--- config.mk ---
export PLATFORM = sky130hd
export DESIGN_NAME = latch_bank_wr_sched
export DESIGN_NICKNAME = d
export VERILOG_FILES = /design/src/rtl/latch_bank_wr_sched_pkg.sv /design/src/rtl/latch_bank_wr_sched_rr_arb.sv /design/src/rtl/latch_bank_wr_sched.sv
export SDC_FILE = /design/constraint.sdc
export NUM_CORES = 1
export LEC_CHECK = 0
export BUFFER_PORTS_ARGS = -buffer_cell sky130_fd_sc_hd__buf_2
export CELL_PAD_IN_SITES_DETAIL_PLACEMENT = 2
export CELL_PAD_IN_SITES_GLOBAL_PLACEMENT = 2
export CORE_MARGIN = 4
export CORE_UTILIZATION = 36
export CTS_BUF_LIST = sky130_fd_sc_hd__clkbuf_4
export CTS_CLUSTER_DIAMETER = 120
export DETAILED_ROUTE_END_ITERATION = 10
export MAX_ROUTING_LAYER = met4
export PLACE_DENSITY_LB_ADDON = 0.1
export SYNTH_ARGS = -nofsm -noshare
export SYNTH_HDL_FRONTEND = slang
export SYNTH_HIERARCHICAL = 1
export SYNTH_SLANG_ARGS = --single-unit
--- constraint.sdc ---
create_clock -name CLK -period 7.05 [get_ports CLK]
set_clock_uncertainty 0.15 [all_clocks]
set_input_delay 0.3525 -clock CLK [delete_from_list [all_inputs] [get_ports CLK]]
set_output_delay 0.3525 -clock CLK [all_outputs]
set_load 0.05 [all_outputs]
--- src/rtl/latch_bank_wr_sched_pkg.sv ---
// Shared types and constants for the latch bank write scheduler.
// Optional build macro LATCH_WR_PARITY_EN widens the latch data bus by one parity bit.
package latch_bank_wr_sched_pkg;

    typedef enum logic [2:0] {
        IDLE   = 3'd0,
        SETUP  = 3'd1,
        OPEN   = 3'd2,
        HOLD   = 3'd3,
        PRESET = 3'd4,
        RECOV  = 3'd5
    } state_t;

    localparam int PRESET_CYC = 1;
    localparam int RECOV_CYC  = 1;
    // Phase counter width; bounds HOLD_CYC, PRESET_CYC and RECOV_CYC to 256.
    localparam int CNT_W      = 8;

`ifdef LATCH_WR_PARITY_EN
    localparam int PAR_W = 1;
`else
    localparam int PAR_W = 0;
`endif

    function automatic int addr_w(input int n);
        return (n > 1) ? $clog2(n) : 1;
    endfunction

endpackage

--- src/rtl/latch_bank_wr_sched_rr_arb.sv ---
// Purpose: round-robin pick of the first request at or after ptr, wrapping.
// Latency: purely combinational.
// Backpressure: none; the caller only consumes the winner when it can start a write.
module lbws_rr_arb
    import latch_bank_wr_sched_pkg::*;
#(
    parameter  int NREQ = 4,
    localparam int IW   = addr_w(NREQ)
) (
    input  logic [NREQ-1:0] req,
    input  logic [IW-1:0]   ptr,
    output logic [NREQ-1:0] win_oh,
    output logic [IW-1:0]   win_idx,
    output logic            win_vld
);

    logic [IW-1:0] idx;

    always_comb begin
        win_oh  = '0;
        win_idx = '0;
        win_vld = 1'b0;
        idx     = '0;
        for (int k = 0; k < NREQ; k++) begin
            idx = IW'((int'(ptr) + k) % NREQ);
            if (!win_vld && req[idx]) begin
                win_vld     = 1'b1;
                win_oh[idx] = 1'b1;
                win_idx     = idx;
            end
        end
    end

endmodule

--- src/rtl/latch_bank_wr_sched.sv ---
// Purpose: round-robin write scheduler and SETB preset sequencer for a latch bank (macro LATCH_WR_PARITY_EN adds parity MSB on lat_d).
// Latency: gnt 1 cycle after an IDLE request, lat_en 1 cycle later, then HOLD_CYC hold cycles; preset_done 3 cycles after IDLE.
// Backpressure: req/preset_req are levels held by the requester; only sampled in IDLE, never aborting a write in flight.
module latch_bank_wr_sched
    import latch_bank_wr_sched_pkg::*;
#(
    parameter  int NREQ     = 4,
    parameter  int DEPTH    = 8,
    parameter  int WIDTH    = 8,
    parameter  int HOLD_CYC = 1,
    localparam int AW       = addr_w(DEPTH),
    localparam int IW       = addr_w(NREQ),
    localparam int DW       = WIDTH + PAR_W
) (
    input  logic                  CLK,
    input  logic                  RSTB,
    input  logic [NREQ-1:0]       req,
    input  logic [NREQ*AW-1:0]    req_addr,
    input  logic [NREQ*WIDTH-1:0] req_data,
    output logic [NREQ-1:0]       gnt,
    input  logic                  preset_req,
    output logic                  preset_done,
    output logic [DEPTH-1:0]      lat_en,
    output logic                  lat_setb,
    output logic [DW-1:0]         lat_d,
    output logic                  wr_err,
    output logic                  busy
);

    state_t            state, state_nxt;
    logic [CNT_W-1:0]  cnt, cnt_nxt;
    logic [IW-1:0]     ptr;
    logic [AW-1:0]     addr_q;
    logic              rst_recov;
    logic [NREQ-1:0]   win_oh;
    logic [IW-1:0]     win_idx;
    logic              win_vld;
    logic [NREQ-1:0]   gnt_nxt;
    logic [DEPTH-1:0]  lat_en_nxt;
    logic              wr_err_nxt;
    logic              done_nxt;
    logic              capture;
    logic [AW-1:0]     addr_arr [NREQ];
    logic [WIDTH-1:0]  data_arr [NREQ];

    for (genvar i = 0; i < NREQ; i++) begin : g_unpack
        assign addr_arr[i] = req_addr[i*AW +: AW];
        assign data_arr[i] = req_data[i*WIDTH +: WIDTH];
    end

    lbws_rr_arb #(.NREQ(NREQ)) u_arb (
        .req     (req),
        .ptr     (ptr),
        .win_oh  (win_oh),
        .win_idx (win_idx),
        .win_vld (win_vld)
    );

    always_comb begin
        state_nxt  = state;
        cnt_nxt    = cnt;
        gnt_nxt    = '0;
        lat_en_nxt = '0;
        wr_err_nxt = 1'b0;
        done_nxt   = 1'b0;
        capture    = 1'b0;
        case (state)
            IDLE: begin
                if (preset_req) begin
                    state_nxt = PRESET;
                    cnt_nxt   = CNT_W'(PRESET_CYC - 1);
                end else if (win_vld) begin
                    state_nxt = SETUP;
                    gnt_nxt   = win_oh;
                    capture   = 1'b1;
                end
            end
            SETUP: begin
                state_nxt = OPEN;
                if (int'(addr_q) < DEPTH) begin
                    for (int d = 0; d < DEPTH; d++)
                        lat_en_nxt[d] = (int'(addr_q) == d);
                end else begin
                    wr_err_nxt = 1'b1;
                end
            end
            OPEN: begin
                state_nxt = HOLD;
                cnt_nxt   = CNT_W'(HOLD_CYC - 1);
            end
            HOLD: begin
                if (cnt == '0) state_nxt = IDLE;
                else           cnt_nxt   = cnt - CNT_W'(1);
            end
            PRESET: begin
                if (cnt == '0) begin
                    state_nxt = RECOV;
                    cnt_nxt   = CNT_W'(RECOV_CYC - 1);
                end else begin
                    cnt_nxt = cnt - CNT_W'(1);
                end
            end
            RECOV: begin
                // The recovery entered from reset finishes silently.
                if (cnt == '0) begin
                    state_nxt = IDLE;
                    done_nxt  = !rst_recov;
                end else begin
                    cnt_nxt = cnt - CNT_W'(1);
                end
            end
            default: state_nxt = IDLE;
        endcase
    end

    always_ff @(posedge CLK or negedge RSTB) begin
        if (!RSTB) begin
            state       <= RECOV;
            cnt         <= '0;
            ptr         <= '0;
            addr_q      <= '0;
            rst_recov   <= 1'b1;
            gnt         <= '0;
            preset_done <= 1'b0;
            lat_en      <= '0;
            lat_setb    <= 1'b0;
            lat_d       <= '0;
            wr_err      <= 1'b0;
            busy        <= 1'b1;
        end else begin
            state       <= state_nxt;
            cnt         <= cnt_nxt;
            gnt         <= gnt_nxt;
            preset_done <= done_nxt;
            lat_en      <= lat_en_nxt;
            lat_setb    <= (state_nxt != PRESET);
            wr_err      <= wr_err_nxt;
            busy        <= (state_nxt != IDLE);
            if (state_nxt != RECOV) rst_recov <= 1'b0;
            if (capture) begin
                addr_q <= addr_arr[win_idx];
                ptr    <= (int'(win_idx) == NREQ - 1) ? '0 : win_idx + IW'(1);
`ifdef LATCH_WR_PARITY_EN
                lat_d  <= {^data_arr[win_idx], data_arr[win_idx]};
`else
                lat_d  <= data_arr[win_idx];
`endif
            end
        end
    end

endmodule

## Yosys cells after proc, flatten, opt, wreduce, memory -nomap -nowiden

Cells that the tools add are included.

- Equal/unequal tests: 17
- Bitwise gates (word level): 4
- Add/subtract/negate cells: 5
- Mux-type cells: 53
- Order comparisons: 9
- Reductions and logical operators: 18

Operators with widths:

| kind | number |
|---|---|
| $mux W8 | 6 |
| $pmux W8 S4 | 1 |
| $mux W4 | 7 |
| $eq A3 B3 Y1 const B | 6 |
| $mux W3 | 6 |
| $mux W1 | 17 |
| $bmux W8 S2 | 1 |
| $pmux W3 S5 | 1 |
| $eq A3 B2 Y1 const B | 4 |
| $lt A2 B3 Y1 const B | 4 |
| $or A4 B4 Y4 | 3 |
| $mux W2 | 5 |
| $bmux W1 S2 | 4 |
| $demux W1 S2 | 4 |
| $ge A2 B1 Y1 const B | 4 |
| $logic_not A8 Y1 | 1 |
| $sub A8 B1 Y8 const B | 1 |
| $logic_and A1 B1 Y1 | 7 |
| $bmux W3 S2 | 1 |
| $eq A3 B1 Y1 const B | 2 |
| $logic_not A3 Y1 | 2 |
| $ne A3 B3 Y1 const B | 2 |
| $add A2 B1 Y2 const B | 2 |
| $add A2 B2 Y2 const B | 2 |
| other kinds (9) | 13 |

- Output and inout bits: 24
- Flip-flop bits (word level): 40
- Bits of input ports: 51

## Logic depth before layout (Yosys ltp)

- Depth after elaboration: 16
- Depth in mapped cells: 11

## Cells and area by module

The synthesis kept the hierarchy.

By module, submodules not included:

| module | area each (sq um) | instances | cells each | seq. area each (sq um) |
|---|---|---|---|---|
| latch_bank_wr_sched | 2023.2 | 1 | 166 | 1006.0 |
| lbws_rr_arb | 419.2 | 1 | 45 | 0.0 |

## Worst setup path after synthesis

No wires, ideal clock.

- Path kind: reg2reg
- From: reg ptr[0]
- To: reg addr_q[2]
- Clock period less this slack: 3290 ps
- Buffers on the path: 3
- Data required time: 6775 ps
- Stages on the path, launching flop included: 12
- Arrival: 3015 ps
- Slack: 3760 ps
- Path through: dfrtp_1 > buf_6 > inv_1 > ha_1 > mux4_2 > buf_6 > and2b_2 > o21ai_0 > o31ai_1 > buf_2 > mux4_2 > mux2_2

- Longest elaborated chain between the ends: 16
- Elaborated cells on any way between the ends: 32
- Those cells by class: add/sub (3); mux (22); bitwise (1); reduce/logical (6)

Ends and longest elaborated chain:

| item | RTL line | RTL |
|---|---|---|
| from (decl) | latch_bank_wr_sched.sv:32 | `logic [IW-1:0] ptr;` |
| from (signal assigned) | latch_bank_wr_sched.sv:142 | `ptr <= (int'(win_idx) == NREQ - 1) ? '0 : win_idx + IW'(1);` |
| parallel branches: the longest is 11 deep, another holds $add A2 B1 Y2 | - |  |
| $mux W2 (*) | latch_bank_wr_sched_rr_arb.sv:26 | `if (!win_vld && req[idx]) begin` |
| net win_idx[0] | latch_bank_wr_sched.sv:36 | `logic [IW-1:0] win_idx;` |
| $not A2 Y3 (not written as such) (*) | latch_bank_wr_sched.sv:141 | `addr_q <= addr_arr[win_idx];` |
| $bmux W3 S2 (*) | latch_bank_wr_sched.sv:141 |  |
| $mux W3 (not written as such) (*) (2 in a row) | latch_bank_wr_sched.sv:141 |  |
| to (signal assigned) | latch_bank_wr_sched.sv:141 |  |
| to (decl) | latch_bank_wr_sched.sv:33 | `logic [AW-1:0] addr_q;` |

Mark *: on every way through the listed nets, which the timed path passes. The select of a mux whose other input is x is not followed.
A chain may end at the register's enable or synchronous reset.

## Worst setup path after layout

Ends and elaborated chain as after synthesis.

==> reports/results.ini <==
[timing]
final_hold_viol_count = 0
setup_viol = 0
slew_violations = 0
fmax_ghz = 0.273
rsz0062_at_grt = no
relSlewSlack_pct = 38.7
finalCritPeriodShare_pct = 51.9
setup_slack_ns = 3.39
worst_slew_pin_slew_ns = 0.920
period_needed_ns = 3.66
tns_ns = 0

[hold_path]
hold_path.class = in -> reg

[drt]
drt_iter0_markers = 46
vias = 2017
routedWlPerCell_um = 17.8
dr.pass1.iters = 4
viasPerCell = 5.63
ant_nets = 0
drc = 0
wl_um = 6360

[synth]
synth-seq-cells = 40
synth_cell_types = 47
seq_area_frac_synth_pct = 41.2
avgSynthCellArea_um2 = 11.6
synth_area_leaders = dfrtp_1, mux4_2, mux2_2
async_reset_ff_share_pct = 100
synth_nets = 270
synth-main-ff-cell = dfrtp_1
synth.yosys.warnings = 6
yosysTopAreaCellShare_pct = 36.9
yosysMostFrequentCell = dfrtp_1
netlist_instances = 211
syn-cell-area_um2 = 2440
yosys.area.top_type = dfrtp_1
netlist_top_cells_count = dfrtp_1, nor2_1, mux2_2, mux4_2
synth_edf_count = 0

[cts]
insertion_delay_ns = 0.35
cts.htree.levels = 2
cts_setup_buffers = 0
root_buffer = clkbuf_4
cts_tree = done
cts.sinks = 40
cts_buffer_depth = 2
cts.clk_slew.worst_paths_ns = 0.13
cts_hold_buf = 1
cts_resized = 0
cts_buffers = 5

[global_routing]
use_met1_pct = 19.4
antenna_found_initial = 0
grt.met2_usage_pct = 28.6
grt.total_usage_pct = 16.6
grt_overflow = 0
grt_pass1_vias = 2235
grt_first_pass_wirelength_um = 10800
grt_max_degree = 41
grtUsageMet3_pct = 4.92
grt.busiest_layer = met2

[placement]
gp_congestion = 0.736
portBuffers = 73
post-place-ws_ns = 3.35
dp_hpwl_um = 4930
place_area_um2 = 2830

[finish]
seq_area_um2 = 1010
stdcell_area_um2 = 2970
area_growth_pct = 21.7
final_nets = 339
drive_gt1_share_pct = 43.8
multi_input_area_um2 = 1330
fill_cells = 702
utilization_pct = 46.0
antenna_cells = 0

[floorplan]
core_area_um2 = 6460
fp-row-count = 29
initial_core_util_pct = 37.8
fp.dieArea_um2 = 8170
die_w_um = 90.4
ios = 75
die_y_um = 90.4

[setup_path]
cp.required_ns = 7.15
end_kind = register
crit_path_max_fanout = 13
cp-start-kind = register
crit_type = reg -> reg
crit_arrival_ns = 3.75

[power_and_ir_drop]
powerDensity_nw_per_um2 = 458
ir_drop_mv = 0.223
p_leak_nw = 1.35

[run]
maxCapViolCount = 0

[run_status]
status = finished, final reports clean

## power by group
part | switching [mW] | internal (mW)
logic | 0.420 | 0.326
clock network | 0.0809 | 0.146
registers | 0.0856 | 0.302
## area by class of cell
cell class | count | area share (%)
multi-input combinational | 148 | 44.6
timing repair buffer | 74 | 12.6
inverter | 11 | 1.39
clock buffer | 5 | 1.26
tap | 77 | 3.24
sequential | 40 | 33.9
clock inverter | 3 | 3.03
## per-stage QoR
stage          hold WS [ns]  cells  power (mW)
3_3_place_gp          0.335    349        1.13
5_1_grt               0.274    358        1.46
3_5_place_dp          0.344    349        1.15
6_report              0.293    358        1.36
4_1_cts               0.270    358        1.38
2_1_floorplan       -0.0931    211       0.989
## logic make-up after synthesis
group	share of synthesized area [%]
AND/OR/NAND/NOR	15.7
adder cells (fa/ha/maj)	4.10
multiplexers	21.0
other	0.154
AO/OA/AOI/OAI	12.7
buffers and inverters	5.12
flip-flops	41.2
## metal layers
metal / wire (um) / part of all wire [%] / vias to the layer above
li1: - / - / 935
met1: 2680 / 42 / 1020
met2: 3240 / 51 / 58
met3: 424 / 6.7 / 4
met4: 26 / 0.41 / 0
met5: 0 / 0 / -
## path summary, 6_finish.rpt
check	cells past startpoint	slack, ns	to	startpoint
min reg2reg	1	0.36	rst_recov	rst_recov
max in group asynchronous	2	5.66	lat_en[6]	RSTB
min in group asynchronous	2	0.50	cnt[6]	RSTB
max reg2reg	7	3.39	addr_q[2]	ptr[0]
max	7	3.39	addr_q[2]	ptr[0]
min	3	0.29	lat_d[2]	req_data[18]
## worst max-delay path, stage by stage, from the launching register on
cell      delay [ns]
dfrtp_1         0.72
inv_1           0.17
ha_1            0.39
mux4_2          0.45
o311ai_0        0.43
a32o_1          0.56
mux4_2          0.40
mux2_2          0.28
## cell usage in the layout (no fill, tap or decap), drive strengths merged, types with 2 or more instances in the layout
master,instances
a211oi,2
a21oi,10
a22oi,8
and2,2
and2b,2
buf,73
bufinv,3
clkbuf,5
dfrtp,36
dfstp,4
ha,8
inv,11
mux2,14
mux4,15
nand2,9
nand2b,4
nand3,5
nand3b,2
nor2,18
nor3,5
nor4,3
nor4b,2
o21ai,11
o31ai,8
or3,2
or4,6
## state kept, by name, indices dropped and copies added, names as in the netlist
name         flops
addr_q           3
busy             1
cnt              8
gnt              4
lat_d            8
lat_en           8
lat_setb         1
preset_done      1
ptr              2
rst_recov        1
state            3
Note: power is estimated with default switching activity, not from simulation.
